<file path="src/rtl/otter_div_unit.sv">
// Multi-cycle RV32M divide/remainder unit (DIV, DIVU, REM, REMU).
// Radix-2 restoring division, one quotient bit per cycle, valid/ready result handshake.
module otter_div_unit #(
  parameter int unsigned XLEN  = 32,
  parameter int unsigned CNT_W = 6
) (
  input  logic            CLK,
  input  logic            RST,
  input  logic            flush,
  input  logic            in_valid,
  output logic            in_ready,
  input  logic [1:0]      op,
  input  logic [XLEN-1:0] a,
  input  logic [XLEN-1:0] b,
  output logic            out_valid,
  input  logic            out_ready,
  output logic [XLEN-1:0] out
);

  typedef enum logic [1:0] {StIdle, StBusy, StFix, StDone} state_e;

  state_e state_q, state_d;

  logic [XLEN-1:0]  rem_q, rem_d;
  logic [XLEN-1:0]  quo_q, quo_d;
  logic [XLEN-1:0]  dvs_q, dvs_d;
  logic [CNT_W-1:0] cnt_q, cnt_d;
  logic [1:0]       op_q, op_d;
  logic             qneg_q, qneg_d;
  logic             rneg_q, rneg_d;
  logic [XLEN-1:0]  out_q, out_d;

  // Request decode; op[0]=0 selects the signed variants
  logic            accept;
  logic            is_signed;
  logic            a_neg, b_neg;
  logic [XLEN-1:0] abs_a, abs_b;
  logic            div_zero, ovf, special;

  assign accept    = (state_q == StIdle) && in_valid && !flush;
  assign is_signed = ~op[0];
  assign a_neg     = is_signed & a[XLEN-1];
  assign b_neg     = is_signed & b[XLEN-1];
  assign abs_a     = a_neg ? (~a + 1'b1) : a;
  assign abs_b     = b_neg ? (~b + 1'b1) : b;
  assign div_zero  = (b == '0);
  assign ovf       = is_signed && (a == {1'b1, {(XLEN-1){1'b0}}}) && (b == '1);
  assign special   = div_zero | ovf;

  // One restoring step: shift {rem,quo} left, trial-subtract the divisor
  logic [XLEN:0]   rem_sh;
  logic [XLEN:0]   diff;
  logic [XLEN-1:0] quo_fix, rem_fix;

  assign rem_sh  = {rem_q, quo_q[XLEN-1]};
  assign diff    = rem_sh - {1'b0, dvs_q};
  assign quo_fix = qneg_q ? (~quo_q + 1'b1) : quo_q;
  assign rem_fix = rneg_q ? (~rem_q + 1'b1) : rem_q;

  // State register
  always_ff @(posedge CLK or negedge RST) begin
    if (!RST) begin
      state_q <= StIdle;
    end else begin
      state_q <= state_d;
    end
  end

  // Next-state logic
  always_comb begin
    state_d = state_q;
    if (flush) begin
      state_d = StIdle;
    end else begin
      unique case (state_q)
        StIdle: if (in_valid) state_d = special ? StDone : StBusy;
        StBusy: if (cnt_q == '0) state_d = StFix;
        StFix:  state_d = StDone;
        StDone: if (out_ready) state_d = StIdle;
        default: state_d = StIdle;
      endcase
    end
  end

  // Outputs
  always_comb begin
    in_ready  = (state_q == StIdle);
    out_valid = (state_q == StDone);
    out       = out_q;
  end

  // Datapath next-state
  always_comb begin
    rem_d  = rem_q;
    quo_d  = quo_q;
    dvs_d  = dvs_q;
    cnt_d  = cnt_q;
    op_d   = op_q;
    qneg_d = qneg_q;
    rneg_d = rneg_q;
    out_d  = out_q;
    if (accept) begin
      op_d   = op;
      cnt_d  = CNT_W'(XLEN - 1);
      rem_d  = '0;
      quo_d  = abs_a;
      dvs_d  = abs_b;
      qneg_d = a_neg ^ b_neg;
      rneg_d = a_neg;
      if (div_zero) begin
        out_d = op[1] ? a : '1;
      end else if (ovf) begin
        out_d = op[1] ? '0 : a;
      end
    end else if (!flush && (state_q == StBusy)) begin
      cnt_d = cnt_q - CNT_W'(1);
      if (!diff[XLEN]) begin
        rem_d = diff[XLEN-1:0];
        quo_d = {quo_q[XLEN-2:0], 1'b1};
      end else begin
        rem_d = rem_sh[XLEN-1:0];
        quo_d = {quo_q[XLEN-2:0], 1'b0};
      end
    end else if (!flush && (state_q == StFix)) begin
      out_d = op_q[1] ? rem_fix : quo_fix;
    end
  end

  // Datapath registers
  always_ff @(posedge CLK or negedge RST) begin
    if (!RST) begin
      rem_q  <= '0;
      quo_q  <= '0;
      dvs_q  <= '0;
      cnt_q  <= '0;
      op_q   <= '0;
      qneg_q <= 1'b0;
      rneg_q <= 1'b0;
      out_q  <= '0;
    end else begin
      rem_q  <= rem_d;
      quo_q  <= quo_d;
      dvs_q  <= dvs_d;
      cnt_q  <= cnt_d;
      op_q   <= op_d;
      qneg_q <= qneg_d;
      rneg_q <= rneg_d;
      out_q  <= out_d;
    end
  end

endmodule

</file>
<file path="config.mk">
export PLATFORM = sky130hd
export DESIGN_NAME = otter_div_unit
export DESIGN_NICKNAME = d
export VERILOG_FILES = /design/src/rtl/otter_div_unit.sv
export SDC_FILE = /design/constraint.sdc
export NUM_CORES = 1
export LEC_CHECK = 0
export BUFFER_PORTS_ARGS = -buffer_cell sky130_fd_sc_hd__buf_2
export CAP_MARGIN = 20
export CORE_MARGIN = 3
export CORE_UTILIZATION = 25
export DETAILED_ROUTE_END_ITERATION = 10
export GPL_ROUTABILITY_DRIVEN = 0
export SLEW_MARGIN = 10
export SYNTH_ARGS = -nofsm -noshare
export SYNTH_HDL_FRONTEND = slang
export SYNTH_SLANG_ARGS = --single-unit
</file>
<file path="constraint.sdc">
create_clock -name CLK -period 5.2 [get_ports CLK]
set_clock_uncertainty 0.1 [all_clocks]
set_input_delay 0.52 -clock CLK [delete_from_list [all_inputs] [get_ports CLK]]
set_output_delay 0.52 -clock CLK [all_outputs]
set_load 0.05 [all_outputs]
</file>
### Word-level counts from Yosys, hierarchy flattened

Index checks and enable logic that the tools add are counted.

* register bits: 140
* latch bits: 0
* bits in writable memories: 0
* bits in read-only memories: 0
* memories: 0

* add/sub/neg operators: 6
* $mul: 0
* div/mod/pow operators: 0
* magnitude comparators: 0
* equal/unequal tests: 10
* shift-type cells: 0
* muxes and demuxes: 26
* bitwise logic cells: 9
* reduce and logical (&&, ||, !) cells: 14

Operators by type and width (count)
* two-way mux 32 bit: 17
* adder 32 x 1 -> 32 bit (second input constant): 4
* NOT 32 bit: 4
* equality test 32 bit (second input constant): 2
* subtractor 33 x 32 -> 33 bit: 1
* logical NOT 32 bit: 1
* two-way mux 6 bit: 2
* two-way mux 2 bit: 5
* one-hot mux 2 bit (4 select lines): 1
* logical AND 1 bit: 6
* logical NOT 6 bit: 1
* != test 3 bit (second input constant): 2
* AND reduction 3 bit: 2
* subtractor 6 x 1 -> 6 bit (second input constant): 1
* equality test 2 bit (second input constant): 2
* nonzero test 2 bit: 2
* != test 3 x 1 -> 1 bit (second input constant): 1
* != test 3 x 2 -> 1 bit (second input constant): 1
* AND 1 bit: 2
* equality test 2 x 1 -> 1 bit (second input constant): 1
* logical NOT 2 bit: 1
* != test 2 bit (second input constant): 1
* logical NOT 1 bit: 1
* two-way mux 1 bit: 1
* 3 further kinds: 3

### Depth between registers and ports, before layout

Gate-level depths: netlist of the first run.

* word-level depth: 8
* depth in mapped cells: 13
* mapped depth without buffers: 12

### Worst setup path before layout of the first run

No wires, ideal clock.

* path type: register -> register
* start: reg rem_q[22]
* end: reg rem_q[4]
* setup time: 137 ps
* arrival: 2986 ps
* required time: 4963 ps
* slack: 1976 ps
* stages on the path, launching flop included: 13
* path buffers: 3
* period minus slack after synthesis: 3224 ps
* cell sequence: dfrtp_1 > ha_1 > buf_2 > and3_1 > clkbuf_1 > a31o_2 > or3_1 > o22ai_1 > o21ai_2 > xor2_2 > buf_4 > mux2i_1 > a21oi_1

* cells in the longest elaborated chain, start to end: 4

Ends and longest elaborated chain
* start: declaration: RTL line 24 `logic [XLEN-1:0] rem_q, rem_d;`
* start signal: assignment: RTL line 141 `rem_q <= rem_d;`
* subtractor 33 x 32 -> 33 bit: RTL line 56 `assign diff = rem_sh - {1'b0, dvs_q};`
* two-way mux 32 bit: RTL line 117 `if (!diff[XLEN]) begin`
* two-way mux 32 bit: RTL line 115 `end else if (!flush && (state_q == StBusy)) begin`
* two-way mux 32 bit: RTL line 102 `if (accept) begin`

Every way passes these cells. The select of a mux whose other input is x is not followed.
A chain may end at the register's enable or synchronous reset.

### Worst setup path after layout of the first run

* start: reg rem_q[18]
* end: reg rem_q[14]

The elaborated chain is that of the path after synthesis.

==> metrics.md, run 1 <==
| Metric | Value |
|---|---|
| Status | `finished, final reports clean` |
| Synth Register Bits | `about 140` |
| Crit end category | `flip-flop` |
| Clk Latency, worst-skew pair | `roughly 0.44 ns` |
| Total power | `roughly 9 mW` |
| Max FO, Critical Path | `16` |
| Leak Pwr | `approximately 5.5 nW` |
| Post-synthesis async set-or-reset flop share | `100.0%` |
| Core Footprint | `44510 µm²` |
| Area growth syn-to-layout | `14.47%` |
| Critical Path AT | `approximately 4 ns` |
| CTS Hold Bufs | `0` |
| Total track usage | `around 15%` |
| Total CTS buffers | `17` |
| Initial core utilization | `25.49%` |
| Max VDD drop | `between 0.3 and 0.4 mV` |
| Grt ovf | `0` |
| Final Hold Fails | `0` |
| Area taken by multi-input logic gates | `7263 µm²` |
| Nets | `between 1.5k and 2k` |
| Placed Cells | `2067` |
| Row Count | `77` |
| Min Clock Period, post-route | `slightly below 4 ns` |
| Crit path largest cell delay | `approximately 0.52 ns` |
| MaxCap Viol Count | `0` |
| Post-synthesis cell type count | `75` |
| Setup total negative slack | `0 ns` |
| Fin area | `approximately 13000 µm²` |
| Layout cells sized above 1 | `approximately an eighth` |
| Final wirelength | `~36000 µm` |
| 1st-pass router iterations | `5` |
| Final period util | `roughly 74%` |
| Max Fclk | `around 260 MHz` |
| Post-Syn Nets | `1561` |
| DRC marker count from the first detailed-route iteration | `~950` |
| Worst-Margin Slew | `~1.1 ns` |
| Commonest non-fill, non-tap cell in the layout | `nand2_1` |
| Final max-slew violation count | `0` |
| CP max stage cell | `xor2_4` |
| Setup Crit Path Kind | `flip-flop to flip-flop` |
| CTS root buf | `clkbuf_16` |
| CTS Buffer Depth | `2` |
| Hold slack | `0.07618 ns` |
| Flop-to-flop setup slack | `approximately 1.3 ns` |
| CP startpoint kind | `flip-flop` |
| Setup Fix Bufs, Post-CTS | `0` |
| H-tree depth | `4` |
| CTS Sinks | `139` |
| First-pass GRT wire length | `between 50000 and 60000 µm` |
| Port buffer count | `approximately 100` |
| Commonest non-fill, non-tap cells in the layout | `nand2_1, a21oi_1, dfrtp_1, o21ai_0, nor2_1` |
| CP most frequent cell | `a21oi_1` |
| Cell Pwr Density | `707.8 nW/µm²` |
| # fillers | `4809` |
| Boundary pin count | `105` |
| Syn Area/Cell | `7.847 µm²` |
| Cts repair resizes | `0` |
| Ys flop type | `dfrtp_1` |
| Die W | `219.0 µm` |
| Vias in the first global route | `around 10k` |
| Dpl hpwl | `about 26000 µm` |
| Crit-path cells | `ha_1 > a21oi_1 > o21ai_0 > a31o_2 > or3_1 > o22ai_1 > o21ai_2 > xor2_4 > buf_4 > mux2i_1 > a21oi_1` |
| Dpl cell area | `~12000 µm²` |
| Die ar. | `around 48000 µm²` |
| Die Ht | `between 200 and 250 µm` |
| DR vias | `between 10k and 15k` |
| CTS tree | `yes` |
| Area of the mapped netlist | `between 10000 and 15000 µm²` |
| Gate count of the mapped netlist | `1446` |
| Initial antenna violation count | `1` |
| Worst-path clk slew | `roughly 0.060 ns` |
| Hold WC Path Type | `input pin to asynchronous set/reset pin` |
| Largest net degree at the start of global routing | `100` |
| Data required time of the critical path | `5.40 ns` |
| Seq/Total Area, Yosys | `between 30% and 40%` |
| Wire length per cell | `roughly 17 µm` |
| Sequential Area | `3480 µm²` |
| Post-Layout Cell Count | `between 2k and 2.5k` |
| Routed Antenna Nets | `0` |
| Via/cell ratio | `roughly 5.2` |
| Slew HR | `around 29%` |
| Final setup fails | `0` |
| EDFF count, synth | `0` |
| Yosys Warn Count | `0` |
| RSZ-0062 raised after global routing | `no` |
| DR DRC count | `0` |
==> layer usage <==
metal  global-route usage (%)  up-vias  share of wire [%]
li1                         -     5250                  -
met5                        0        -                  0
met3                    3.254       39                7.6
met4                    3.543        0                1.5
met2                    20.76      364                 41
met1                    22.38     5169                 50
==> power breakdown <==
part | total [mW] | internal [mW] | switching, mW | leakage, nW
registers | 2.27 | 1.56 | 0.709 | 1.69
clock network | 1.28 | 0.800 | 0.480 | 0.296
logic | 5.64 | 2.20 | 3.45 | 3.55
==> Yosys cell counts, types with 5 or more instances <==
library cell | n | area (µm²)
inv_1 | 68 | 255.2
nor3_1 | 31 | 155.2
or3_1 | 17 | 106.4
buf_1 | 8 | 30.03
clkbuf_1 | 66 | 247.7
or4_1 | 11 | 82.58
xnor2_1 | 76 | 665.6
and3_1 | 14 | 87.58
a21oi_1 | 143 | 715.7
a211oi_1 | 21 | 157.7
a21o_1 | 11 | 82.58
nand2_1 | 188 | 705.7
nor2b_1 | 12 | 75.07
o21a_1 | 6 | 45.04
or2_2 | 5 | 31.28
o31ai_1 | 30 | 225.2
dfrtp_1 | 139 | 3478
o221ai_1 | 5 | 43.79
nand2b_1 | 13 | 81.33
o211ai_1 | 11 | 82.58
nand4_1 | 14 | 87.58
o21ai_0 | 129 | 645.6
nor2_1 | 112 | 420.4
a221oi_2 | 8 | 120.1
mux2i_1 | 27 | 270.3
xor2_1 | 69 | 604.3
ha_1 | 43 | 538.0
nand3_1 | 24 | 120.1
a31oi_1 | 35 | 219.0
o41ai_1 | 14 | 122.6
buf_2 | 9 | 45.04
nor4_1 | 12 | 75.07
==> flip-flops by register name, summed over array words and instances (netlist names) <==
name,cells
dvs_q,32
out,32
quo_q,32
rem_q,32
cnt_q,6
state_q,2
op_q,1
qneg_q,1
rneg_q,1
==> cells by family (layout without fill, tap and decap cells) <==
group | count (synthesis) | count (layout) | share of synthesized area (%)
multiplexers | 31 | 31 | 2.779
other | 0 | 1 | 0
adder cells (fa/ha/maj) | 44 | 44 | 4.918
AND/OR/NAND/NOR | 478 | 478 | 19.88
buffers and inverters | 157 | 218 | 5.623
flip-flops | 139 | 139 | 30.65
AO/OA/AOI/OAI | 451 | 451 | 24.81
XOR/XNOR | 146 | 146 | 11.34
==> worst max-delay path: cells and delay by family, from the launching register on <==
kind / cells / cell delay (ns)
compound gates: 6 / 1.24
xor+xnor: 1 / 0.52
flops: 1 / 0.48
fa+ha+maj: 1 / 0.43
buf+inv: 1 / 0.39
simple gates: 1 / 0.31
mux: 1 / 0.25
==> final timing paths <==
kind,startpoint,end,cells past startpoint
min in group CLK,b[1],dvs_q[1],3
min reg2reg,out[16],out[16],1
max,rem_q[18],rem_q[14],11
min,RST,out[7],1
max in group asynchronous,RST,rem_q[10],2
max reg2reg,rem_q[18],rem_q[14],11
==> area by class of cell <==
class                      instances  share of cell area, %
tap                              592                  5.703
sequential                       139                  26.79
inverter                          68                  1.965
clock buffer                      24                  3.786
multi-input combinational       1150                  55.92
antenna                            1                0.01927
clock inverter                     7                 0.8670
timing repair buffer             119                  4.951
==> through the flow <==
step                      worst slack [ns]  util [%]
after global routing                 1.123     29.18
after floorplan                      1.976         -
after CTS                            1.380     29.15
final                                1.346     29.18
after global placement               1.420     27.79
after detailed placement             1.349     27.79
No activity file was read; power rests on OpenSTA's default activity.
==> run 2: changes to the inputs <==
--- a/config.mk
+++ b/config.mk
@@ -5,6 +5,7 @@
 export SDC_FILE = /design/constraint.sdc
 export NUM_CORES = 1
 export LEC_CHECK = 0
+export ABC_AREA = 1
 export BUFFER_PORTS_ARGS = -buffer_cell sky130_fd_sc_hd__buf_2
 export CAP_MARGIN = 20
 export CORE_MARGIN = 3
==> constraint.sdc (replaced) <==
create_clock -name CLK -period 3.6 [get_ports CLK]
set_clock_uncertainty 0.1 [all_clocks]
set_input_delay 0.36 -clock CLK [delete_from_list [all_inputs] [get_ports CLK]]
set_output_delay 0.36 -clock CLK [all_outputs]
set_load 0.05 [all_outputs]
==> metrics.md, run 2 <==
| Metric | Value |
|---|---|
| CP startpoint kind | `flip-flop` |
| Die ar. | `approximately 56000 µm²` |
| Cell Pwr Density | `between 700 and 800 nW/µm²` |
| Final max-slew violation count | `0` |
| CTS Buffer Depth | `2` |
| Max Fclk | `341.4 MHz` |
| Status | `finished, final reports clean` |
| H-tree depth | `4` |
| Synth Register Bits | `139` |
| Grt ovf | `0` |
| Worst-Margin Slew | `about 0.96 ns` |
| Die Ht | `~240 µm` |
| CTS Sinks | `between 100 and 150` |
| Via/cell ratio | `about 4.9` |
| Hold slack | `roughly 0.03 ns` |
| Area of the mapped netlist | `between 10000 and 15000 µm²` |
| Layout cells sized above 1 | `approximately 8.6%` |
| Final wirelength | `roughly 48000 µm` |
| End of the worst register-to-register path | `rem_q[14]` |
| Port buffer count | `104` |
| CTS tree | `yes` |
| Ys flop type | `dfrtp_1` |
| Final Hold Fails | `0` |
| EDFF count, synth | `0` |
| Initial antenna violation count | `0` |
| Setup total negative slack | `0 ns` |
| 1st-pass router iterations | `6` |
| Area growth syn-to-layout | `13.48%` |
| Dpl hpwl | `between 30000 and 40000 µm` |
| Worst r2r src | `rem_q[14]` |
| Most frequent cell after synthesis | `nand2_1` |
| RSZ-0062 raised after global routing | `no` |
| Leak Pwr | `about 8.2 nW` |
| Seq/Total Area, Yosys | `roughly 26%` |
| Flop-to-flop setup slack | `between 0.6 and 0.7 ns` |
| Post-synth top area share | `roughly a quarter` |
| Post-Syn Nets | `between 2k and 2.5k` |
| Vias in the first global route | `between 10k and 15k` |
| Min Clock Period, post-route | `slightly below 3 ns` |
| Diode count | `0` |
| Max VDD drop | `0.3708 mV` |
| Data required time of the critical path | `3.84 ns` |
| CTS root buf | `clkbuf_16` |
| Yosys Warn Count | `0` |
| Hold Crit Depth | `2` |
| Setup Fix Bufs, Post-CTS | `0` |
| Post-synthesis cell type count | `between 40 and 50` |
| DR DRC count | `0` |
| Slew HR | `35.69%` |
| # fillers | `about 6.0k` |
| Clk Latency, worst-skew pair | `0.46 ns` |
| Max FO, Critical Path | `12` |
| Hold WC Path Type | `input pin to flip-flop` |
| Final period util | `81.37%` |
| DRC marker count from the first detailed-route iteration | `roughly 1.6k` |
| Nets | `between 2k and 2.5k` |
| Cts repair resizes | `0` |
| Post-synthesis async set-or-reset flop share | `between 90% and 100%` |
| Setup Crit Path Kind | `flip-flop to flip-flop` |
| CTS Hold Bufs | `1` |
| Largest cells by area after synthesis | `dfrtp_1, nand2_1, nand3_1` |
| First-pass GRT wire length | `75440 µm` |
| Syn Area/Cell | `around 6 µm²` |
| Total CTS buffers | `17` |
| Boundary pin count | `105` |
| Synth cell count leaders | `nand2_1, inv_1, nand3_1, nor2_1, dfrtp_1` |
| Critical Path AT | `between 3 and 4 ns` |
| MaxCap Viol Count | `0` |
| Largest net degree at the start of global routing | `58` |
| Crit end category | `flip-flop` |
| DR vias | `between 10k and 15k` |
| Row Count | `84` |
| Final setup fails | `0` |
| Core Footprint | `52870 µm²` |
| Hold endpoint | `state_q[0]` |
| R2R depth | `14` |
| Initial core utilization | `roughly a quarter` |
| Commonest non-fill, non-tap cells in the layout | `nand2_1, inv_1, nand3_1, nor2_1, dfrtp_1` |
| Worst-path clk slew | `roughly 0.06 ns` |
| Post-synth top area cell | `dfrtp_1` |
| Min-delay src | `flush` |
| Total track usage | `16.69%` |
| Commonest non-fill, non-tap cell in the layout | `nand2_1` |
| Gate count of the mapped netlist | `2278` |
| Wire length per cell | `around 16 µm` |
| Die W | `237.7 µm` |
| Routed Antenna Nets | `0` |
-- run 2: changes by cell type in the layout (fill, tap and decap cells not counted), moves of 14 or more --
cell and change:
inv_1 +237, o41ai_1 -14, or3_1 -17, nand4_1 +26, nand3_1 +250, xnor2_1 -58, a31oi_1 -33, xor2_1 -42
nor2_1 +125, a211oi_1 -21, a21oi_1 -61, o31ai_1 -29, nand2_1 +557, mux2i_1 -26
-- run 2: worst max-delay path by stage --
stage                          start         to  slack, ns
final                      rem_q[14]  rem_q[14]       0.67
after global routing       quo_q[31]  rem_q[10]       0.42
after CTS                  quo_q[31]  rem_q[12]       0.69
after detailed placement   quo_q[31]  rem_q[12]       0.71
after global placement     rem_q[13]  rem_q[16]       0.74
after floorplan           state_q[0]   dvs_q[1]       1.22
-- run 2: area by class of cell --
class / count / area [µm²] / area share (%)
multi-input combinational: 1751 / 8424 / 55.32
timing repair buffer: 129 / 729.5 / 4.790
inverter: 313 / 1175 / 7.716
sequential: 139 / 3478 / 22.84
clock inverter: 11 / 88.84 / 0.5834
tap: 688 / 860.8 / 5.653
clock buffer: 21 / 470.5 / 3.090
-- run 2: stage by stage --
stage          area, µm²  utilization [%]  power, mW  instances  setup slack, ns
6_report           15230            28.80      11.18       3052           0.6707
5_1_grt            15230            28.80      12.10       3052           0.4174
4_1_cts            15230            28.80      11.15       3052           0.6936
3_5_place_dp       14660            27.73      9.372       3019           0.7135
3_3_place_gp       14660            27.73      9.370       3019           0.7352
2_1_floorplan      13420                -      7.431       2278            1.224
-- run 2: cells by family (layout without fill, tap and decap cells) --
group / Yosys count / in the layout / share of synthesized area, %
compound gates: 293 / 293 / 12.30
xor+xnor: 45 / 45 / 2.937
mux: 1 / 1 / 0.07460
fa+ha+maj: 44 / 44 / 4.159
simple gates: 1368 / 1368 / 43.18
flops: 139 / 139 / 25.92
buf+inv: 388 / 474 / 11.42
-- run 2: layer usage --
metal	up-vias	track usage (%)	wire length [µm]
met5	-	0	0
met4	0	3.650	655
met3	41	2.019	2710
met2	452	26.94	22020
met1	6922	23.89	22490
li1	7491	-	-
-- run 2: critical path, stage by stage, from the launching register on --
cell	delay, ns
dfrtp_1	0.50
ha_1	0.41
nand2_1	0.12
nor2_1	0.27
inv_1	0.07
nor2_1	0.16
nand2_1	0.07
nand2_1	0.11
nand2_2	0.07
nand2_1	0.10
nand2_1	0.24
nand2_1	0.37
nand2_1	0.09
nand3_1	0.08
nand2_1	0.06
-- run 2: report_power, final --
part	leakage, nW	internal (mW)	switching (mW)	total (mW)
combinational	6.20	2.05	4.77	6.82
sequential	1.76	2.14	0.482	2.62
clock	0.255	0.942	0.799	1.74
total	8.21	5.13	6.05	11.2
==> run 3: changes to the inputs <==
==> constraint.sdc (replaced) <==
create_clock -name CLK -period 2.5 [get_ports CLK]
set_clock_uncertainty 0.1 [all_clocks]
set_input_delay 0.25 -clock CLK [delete_from_list [all_inputs] [get_ports CLK]]
set_output_delay 0.25 -clock CLK [all_outputs]
set_load 0.05 [all_outputs]
==> metrics.md, run 3 (same netlist as run 2, synthesis figures left out) <==
| Metric | Value |
|---|---|
| Status | `finished, final reports clean` |
| Final wirelength | `between 40000 and 50000 µm` |
| Crit path largest cell delay | `0.39 ns` |
| Critical path depth | `13` |
| Crit end category | `flip-flop` |
| Cell Pwr Density | `approximately 1000 nW/µm²` |
| CP startpoint kind | `flip-flop` |
| GR Layer Usage met1 | `23.56%` |
| Final period util | `95.45%` |
| Layout cells sized above 1 | `about an eighth` |
| Vias in the first global route | `around 14k` |
| Worst setup path endpoint | `rem_q[28]` |
| DR DRC count | `0` |
| MaxCap Viol Count | `0` |
| Final setup fails | `0` |
| Hold slack | `between 0.03 and 0.04 ns` |
| Dpl hpwl | `38850 µm` |
| Final max-slew violation count | `0` |
| Final Hold Fails | `0` |
| Die Ht | `about 240 µm` |
| CP most frequent cell | `nand2_1` |
| Worst-path clk slew | `roughly 0.070 ns` |
| Met3 usage | `1.891%` |
| 1st-pass router iterations | `5` |
| Die W | `between 200 and 250 µm` |
| Most Crowded Layer GR | `met2` |
| Total power | `16.71 mW` |
| Max VDD drop | `0.5571 mV` |
| Delay-heaviest family, CP | `simple AND/OR/NAND/NOR gates` |
| Area growth syn-to-layout | `20.08%` |
| First-pass GRT wire length | `around 76000 µm` |
| Initial core utilization | `25.38%` |
| M2 GR Usage | `between 20% and 30%` |
| Crit path launch | `dvs_q[3]` |
| Grt ovf | `0` |
| Hold WC Path Type | `input pin to flip-flop` |
| Crit-path cells | `inv_1 > ha_1 > nand2_1 > nand2_1 > or2_2 > nand3_1 > nand2_1 > nand2_1 > nand3b_1 > nand2_1 > nand2_1 > nand3_1 > nand2_1` |
| Setup Crit Path Kind | `flip-flop to flip-flop` |
| DR vias | `15.14k` |
| CP max stage cell | `dfrtp_1` |
| Setup WS pre-CTS | `-0.01486 ns` |
| Commonest non-fill, non-tap cells in the layout | `nand2_1, inv_1, nand3_1, nor2_1, dfrtp_1` |
| Clk Latency, worst-skew pair | `between 0.4 and 0.5 ns` |
| Total CTS buffers | `17` |
| Setup total negative slack | `0 ns` |
| Total track usage | `16.91%` |
| Core Footprint | `52870 µm²` |
| Max Fclk | `between 400 and 500 MHz` |
| Data required time of the critical path | `2.74 ns` |
| Boundary pin count | `about 110` |
| Slew HR | `43.42%` |
| Largest net degree at the start of global routing | `59` |
| Commonest non-fill, non-tap cell in the layout | `nand2_1` |
| End of the worst register-to-register path | `rem_q[28]` |
| DRC marker count from the first detailed-route iteration | `between 1k and 1.5k` |
| CTS Buffer Depth | `2` |
| Nets | `2568` |
| Final setup margin | `about 0.11 ns` |
| Via/cell ratio | `a little under 5` |
| Worst-Margin Slew | `approximately 0.85 ns` |
| Sum of buffers and inverters on the critical path | `1` |
| Row Count | `84` |
| Leak Pwr | `8.723 nW` |
| Min Clock Period, post-route | `about 2.4 ns` |
| CTS tree | `yes` |
| Initial antenna violation count | `0` |
| Flop-to-flop setup slack | `about 0.11 ns` |
| CTS root buf | `clkbuf_16` |
| CTS Sinks | `between 100 and 150` |
| R2R depth | `13` |
| RSZ-0062 raised after global routing | `yes` |
| Routed Antenna Nets | `0` |
| Max FO, Critical Path | `4` |
| Diode count | `0` |
| Port buffer count | `between 100 and 150` |
| Die ar. | `~56000 µm²` |
| Worst r2r src | `dvs_q[3]` |
| Critical Path AT | `2.62 ns` |
| Wire length per cell | `roughly 15 µm` |
| H-tree depth | `4` |
[run 3: metal layers]
metal / routed length (µm) / part of all wire (%) / up-vias
met5: 0 / 0 / -
met4: 915 / 1.9 / 0
met3: 2525 / 5.2 / 48
met2: 22400 / 46 / 460
met1: 22590 / 47 / 6956
li1: - / - / 7679
[run 3: timing repair]
| item | 4_1_cts | 5_1_grt |
|---|---|---|
| hold buffers | 3 | 0 |
| resized for setup | 2 | 37 |
| buffers inserted | 0 | 3 |
| pin swaps | 0 | 3 |
| setup endpoints to repair | 10 | 57 |
| hold endpoints to repair | 43 | 0 |
[run 3: power breakdown]
part,switching (mW),internal (mW)
logic,7.07,3.61
clock network,1.06,1.26
registers,0.630,3.08
[run 3: how the worst min path moves through the flow]
stage,slack [ns],to,depth (start not counted),from
after global routing,0.04,quo_q[27],3,a[27]
final,0.03,quo_q[26],3,a[26]
after detailed placement,0.12,out[10],1,RST
after floorplan,-0.15,cnt_q[0],0,RST
after CTS,0.007,quo_q[26],3,a[26]
after global placement,0.12,out[10],1,RST
[run 3: worst reg2reg max path, cell delays in order, from the launching register on]
cell and delay, ns:
dfrtp_1 0.39, inv_1 0.12, ha_1 0.29, nand2_1 0.09, nand2_1 0.09, or2_2 0.33, nand3_1 0.08, nand2_1 0.18
nand2_1 0.17, nand3b_1 0.09, nand2_1 0.13, nand2_1 0.08, nand3_1 0.08, nand2_1 0.05
[run 3: final cells by class]
cell class | count | area [µm²]
clock buffer | 25 | 455.4
multi-input combinational | 1751 | 8533
tap | 688 | 860.8
timing repair buffer | 231 | 1556
sequential | 139 | 3481
fill | 5921 | 36750
clock inverter | 7 | 45.04
inverter | 313 | 1180
[run 3: per-stage QoR]
step	area [µm²]	utilization, %	cells
after floorplan	13420	-	2278
after global placement	15420	29.18	3116
after detailed placement	15420	29.18	3116
after CTS	15960	30.19	3151
after global routing	16110	30.48	3154
final	16110	30.48	3154
